File: config.mk
export PLATFORM = sky130hd
export DESIGN_NAME = mod0_bfly_stage
export DESIGN_NICKNAME = d
export VERILOG_FILES = /design/src/rtl/mod0_bfly_stage.sv
export SDC_FILE = /design/constraint.sdc
export NUM_CORES = 2
export LEC_CHECK = 0
export BUFFER_PORTS_ARGS = -buffer_cell sky130_fd_sc_hd__buf_2
export CORE_AREA = 5 5 470 472
export DETAILED_ROUTE_END_ITERATION = 6
export DIE_AREA = 0 0 475 477
export PLACE_DENSITY = 0.44
export SLEW_MARGIN = 10
export SYNTH_ARGS = -nofsm -noshare
export SYNTH_HDL_FRONTEND = slang
export SYNTH_SLANG_ARGS = --single-unit
File: constraint.sdc
create_clock -name clk -period 1.7 [get_ports clk]
set_input_delay 0.34 -clock clk [delete_from_list [all_inputs] [get_ports clk]]
set_output_delay 0.34 -clock clk [all_outputs]
set_load 0.1 [all_outputs]
File: src/rtl/mod0_bfly_stage.sv
// Radix-2 butterfly for FFT stage MOD0: pairs each input word with its HALF_DEPTH-delayed partner.
// Optional MOD0_BFLY_SCALE_EN halves the outputs with round-half-up; latency stays one clock.
module mod0_bfly_stage #(
    parameter int DATA_WIDTH = 9,
    parameter int NUM_LANES  = 16,
    parameter int HALF_DEPTH = 16
) (
    input  logic                                clk,
    input  logic                                rstn,
    input  logic                                din_valid,
    input  logic                                din_sop,
    input  logic [NUM_LANES*DATA_WIDTH-1:0]     din_i,
    input  logic [NUM_LANES*DATA_WIDTH-1:0]     din_q,
    input  logic [NUM_LANES*DATA_WIDTH-1:0]     dly_i,
    input  logic [NUM_LANES*DATA_WIDTH-1:0]     dly_q,
    input  logic                                err_clr,
    output logic                                dout_valid,
    output logic                                dout_sop,
    output logic                                dout_eop,
    output logic [NUM_LANES*(DATA_WIDTH+1)-1:0] sum_i,
    output logic [NUM_LANES*(DATA_WIDTH+1)-1:0] sum_q,
    output logic [NUM_LANES*(DATA_WIDTH+1)-1:0] diff_i,
    output logic [NUM_LANES*(DATA_WIDTH+1)-1:0] diff_q,
    output logic                                frame_err
);
    localparam int OUT_WIDTH = DATA_WIDTH + 1;
    localparam int CNT_W     = (HALF_DEPTH > 1) ? $clog2(HALF_DEPTH) : 1;
`ifdef MOD0_BFLY_SCALE_EN
    localparam int ACC_W     = OUT_WIDTH + 1;
`else
    localparam int ACC_W     = OUT_WIDTH;
`endif
    localparam logic [CNT_W-1:0] CNT_LAST  = CNT_W'(HALF_DEPTH - 1);
    localparam logic [CNT_W-1:0] CNT_START = CNT_W'((HALF_DEPTH == 1) ? 0 : 1);

    typedef enum logic [1:0] {IDLE, FILL, CALC} state_t;

    // With a one-word half, the sop word is also the last FILL word.
    localparam state_t SOP_STATE = (HALF_DEPTH == 1) ? CALC : FILL;

    function automatic logic signed [OUT_WIDTH-1:0] bfly(
        input logic signed [DATA_WIDTH-1:0] a,
        input logic signed [DATA_WIDTH-1:0] b,
        input logic                         sub
    );
        logic signed [ACC_W-1:0] acc;
        acc = sub ? (ACC_W'(a) - ACC_W'(b)) : (ACC_W'(a) + ACC_W'(b));
`ifdef MOD0_BFLY_SCALE_EN
        return OUT_WIDTH'((acc + ACC_W'(1)) >>> 1);
`else
        return OUT_WIDTH'(acc);
`endif
    endfunction

    state_t                               state;
    logic [CNT_W-1:0]                     cnt;
    logic                                 vld_p1;
    logic                                 sop_p1;
    logic                                 eop_p1;
    logic [NUM_LANES*OUT_WIDTH-1:0]       sum_i_p1;
    logic [NUM_LANES*OUT_WIDTH-1:0]       sum_q_p1;
    logic [NUM_LANES*OUT_WIDTH-1:0]       diff_i_p1;
    logic [NUM_LANES*OUT_WIDTH-1:0]       diff_q_p1;

    always_ff @(posedge clk or negedge rstn) begin
        if (!rstn) begin
            state     <= IDLE;
            cnt       <= '0;
            vld_p1    <= 1'b0;
            sop_p1    <= 1'b0;
            eop_p1    <= 1'b0;
            sum_i_p1  <= '0;
            sum_q_p1  <= '0;
            diff_i_p1 <= '0;
            diff_q_p1 <= '0;
            frame_err <= 1'b0;
        end else begin
            vld_p1 <= 1'b0;
            sop_p1 <= 1'b0;
            eop_p1 <= 1'b0;
            // A protocol error later in this block overrides the clear.
            if (err_clr) begin
                frame_err <= 1'b0;
            end
            case (state)
                IDLE: begin
                    if (din_valid && din_sop) begin
                        state <= SOP_STATE;
                        cnt   <= CNT_START;
                    end
                end
                FILL, CALC: begin
                    if (!din_valid) begin
                        state     <= IDLE;
                        cnt       <= '0;
                        frame_err <= 1'b1;
                    end else if (din_sop) begin
                        state     <= SOP_STATE;
                        cnt       <= CNT_START;
                        frame_err <= 1'b1;
                    end else begin
                        if (state == CALC) begin
                            vld_p1 <= 1'b1;
                            sop_p1 <= (cnt == '0);
                            eop_p1 <= (cnt == CNT_LAST);
                            for (int l = 0; l < NUM_LANES; l++) begin
                                sum_i_p1[l*OUT_WIDTH +: OUT_WIDTH] <=
                                    bfly(dly_i[l*DATA_WIDTH +: DATA_WIDTH], din_i[l*DATA_WIDTH +: DATA_WIDTH], 1'b0);
                                sum_q_p1[l*OUT_WIDTH +: OUT_WIDTH] <=
                                    bfly(dly_q[l*DATA_WIDTH +: DATA_WIDTH], din_q[l*DATA_WIDTH +: DATA_WIDTH], 1'b0);
                                diff_i_p1[l*OUT_WIDTH +: OUT_WIDTH] <=
                                    bfly(dly_i[l*DATA_WIDTH +: DATA_WIDTH], din_i[l*DATA_WIDTH +: DATA_WIDTH], 1'b1);
                                diff_q_p1[l*OUT_WIDTH +: OUT_WIDTH] <=
                                    bfly(dly_q[l*DATA_WIDTH +: DATA_WIDTH], din_q[l*DATA_WIDTH +: DATA_WIDTH], 1'b1);
                            end
                        end
                        if (cnt == CNT_LAST) begin
                            state <= (state == FILL) ? CALC : IDLE;
                            cnt   <= '0;
                        end else begin
                            cnt <= cnt + CNT_W'(1);
                        end
                    end
                end
                default: begin
                    state <= IDLE;
                    cnt   <= '0;
                end
            endcase
        end
    end

    assign dout_valid = vld_p1;
    assign dout_sop   = sop_p1;
    assign dout_eop   = eop_p1;
    assign sum_i      = sum_i_p1;
    assign sum_q      = sum_q_p1;
    assign diff_i     = diff_i_p1;
    assign diff_q     = diff_q_p1;

endmodule

==> out/qor.yml <==
place:
  dp_cells: 10400
  dp_hpwl_microns: 190000
  dp_slack_ps: -647
  io_buffers: 1224
  gp_congestion: 0.911
  dpl_cell_area_sq_um: 66800
sta:
  hold_ws_ps: 107
  fin_crit_sh_pct: 119
  skew_ps: 41.7
  rsz0062_at_grt: "true"
  setup_slack_ps: -323
  worst_pin_slew_ps: 564
  max_slew_margin_pct: 61.8
  hold_viol: 0
  setup_viol: 639
  tns_ps: -78700
  fin_crit_ps: 2020
  maxSlewViolCount: 0
  fmax_mhz: 494
die:
  die_h_microns: 477
  core_area_sq_um: 216000
  die_w_microns: 475
  initial_core_util_pct: 21.3
  std_cell_rows: 171
  pin_count: 1225
  die_area_sq_um: 227000
outcome:
  status: "finished with violations"
  violations: "negative setup slack"
route:
  wl_per_cell_microns: 21.2
  drc: 0
  drt_iter0_drc: 2116
  first_pass_iters: 7
  wl_microns: 229000
  avgViaCountPerCell: 4.33
  ant_nets: 0
  vias: 46800
setup_path:
  rr_endpoint: "diff_i[78]$_DFFE_PN0P_"
  crit_type: "reg -> reg"
  cp-end-kind: "flop"
  crit_family: "compound AO/OA/AOI/OAI gates"
  critPathMaxFanout: 7
  cp.arrival_ps: 2620
  crit_end: "diff_i[78]$_DFFE_PN0P_"
  worst-path-stages: 8
  worstReg2RegStart: "state[0]$_DFFE_PN0P_"
  max_stage_delay_ps: 390
  ff2ff_setup_slack_ps: -320
  worstSetupStartpointType: "flop"
  crit_path_top_delay_cell: "dfrtp_1"
  cp-startpoint: "state[0]$_DFFE_PN0P_"
  critPathBufInv: 3
  rr_worst_depth: 8
  crit_chain: "inv_2 > ha_4 > nor2b_4 > nand2_8 > buf_12 > clkbuf_16 > a221o_1 > a211o_1"
  crit_required_ps: 2290
grt:
  grt_first_pass_wirelength_microns: 322000
  grt_overflow: 0
  grt_pass1_vias: 47700
  grt_max_degree: 70
  grtUsageTotal_pct: 19.1
  antenna_found_initial: 132
clocking:
  clk-insertion-delay-late_ps: 710
  clkSinkCount: 618
  htreeDepth: 3
  cts_max_path_buffers: 3
  cts_tree: "built"
  clk_pin_slew_worst_paths_ps: 60
  cts_made_buffers: 85
  root_buffer: "clkbuf_16"
synthesis:
  yosys_warnings: 0
  synth.avg_cell_area_sq_um: 8.59
  synth_seq_cells: 618
  synth_area_sq_um: 46000
  syn_inst: 5349
  async_reset_ff_share_pct: 100
  ys.flop_type: "dfrtp_1"
  synth-edff-count: 0
  seq_area_frac_synth_pct: 33.7
  ys_types: 69
  postSynthNetCount: 6576
power_and_ir_drop:
  internal_power_mw: 67.2
  power.switching_mw: 83.0
  p_leak_nw: 39.2
  switching_share_pct: 55.3
  combinationalPowerShare_pct: 67.4
  pwr-share-seq_pct: 19.8
  report.power.total_mw: 150
  power_density_nw_per_um2: 1840
  vdd_drop_max_uv: 2160
  p_clk_share_pct: 12.8
cells_and_area:
  final_cell_mix: "buf_4 (1287), nand2_1 (710), buf_12 (618)"
  fin_nets: 9064
  final_common_cell: "buf_4"
  areaGrowthSynthToFinish_pct: 77.3
  final_util_pct: 37.7
  fin_area_sq_um: 81500
  stdcell_count: 10800
  drive_above_1_share_pct: 42.1
min_path:
  hp-class: "in -> reg"
flow_run:
  drv_cap: 0
-- worst reg2reg max path, delay by kind of cell (launching register included) --
kind                       cells  cell delay (ps)
buffers and inverters          3              460
and+or+nand+nor                2              360
DFF                            1              390
AOI/OAI and AO/OA              2              570
adders and majority gates      1              130
-- cells by family after synthesis --
family,count (synthesis),synth area share (%)
adders and majority gates,646,18.6
AOI/OAI and AO/OA,1321,17.0
muxes,17,0.376
and+or+nand+nor,1571,16.0
xor gates and xnor gates,371,7.07
DFF,618,33.7
buffers and inverters,805,7.31
-- registers in the layout, indices dropped and copies added, names as in the netlist --
register    count
diff_q        160
dout_eop        1
sum_q         144
sum_i         160
state           2
dout_valid      1
cnt             4
frame_err       1
dout_sop        1
diff_i        144
-- what timing repair did --
action	CTS	global route
endpoints found under the hold margin	640	0
gates resized for setup	2389	235
pin swaps	2	28
endpoints found under the setup margin	1157	1222
gates cloned	1	24
buffers inserted	90	23
hold buffers	64	0
-- power groups by stage --
stage / clock, mW / combinational, mW / sequential (mW)
after floorplan: 0 / 15.6 / 70.4
after global routing: 20.4 / 105 / 30.5
after global placement: 0 / 81.4 / 26.1
final: 19.2 / 101 / 29.7
after detailed placement: 0 / 81.4 / 26.2
after CTS: 20.0 / 101 / 29.7
-- cell type report --
class	count	area, sq um
Antenna cell	55	138
Inverter	533	2410
Clock inverter	35	485
Multi-Input combinational cell	3926	29600
Sequential cell	618	15600
Tap cell	2854	3570
Clock buffer	118	2450
Fill cell	21700	135000
Timing Repair Buffer	2673	27300
-- cells in the mapped netlist (all sizes together), types with 74 or more instances --
cell / count / area, sq um
a21oi: 318 / 1600
buf: 164 / 952
clkbuf: 108 / 407
dfrtp: 618 / 15500
ha: 582 / 7280
inv: 533 / 2000
nand2: 728 / 2740
nand2b: 124 / 776
nor2: 227 / 852
nor2b: 90 / 571
nor3: 137 / 686
o21ai: 570 / 2850
o21bai: 78 / 586
o31ai: 74 / 561
xnor2: 275 / 2410
xor2: 96 / 841
-- worst min-delay path by stage --
stage                           from                      end  slack, ps  depth (start not counted)
final                      din_i[17]    sum_i[19]$_DFFE_PN0P_        110                          4
after global routing       din_i[91]   sum_i[101]$_DFFE_PN0P_         60                          4
after CTS                 dly_i[134]  diff_i[149]$_DFFE_PN0P_        0.2                          5
after floorplan                 rstn       cnt[0]$_DFFE_PN0P_         40                          0
after detailed placement        rstn   sum_i[102]$_DFFE_PN0P_        150                          1
after global placement          rstn    sum_i[71]$_DFFE_PN0P_        150                          1
-- metal layers --
layer / up-vias / global-route usage [%] / part of all wire [%]
met5: - / 0 / 0.19
met2: 1319 / 33.0 / 48
li1: 23000 / - / -
met1: 22100 / 22.6 / 41
met4: 70 / 5.52 / 3.1
met3: 369 / 6.28 / 8.1
Power figures use the tool's default switching activity.
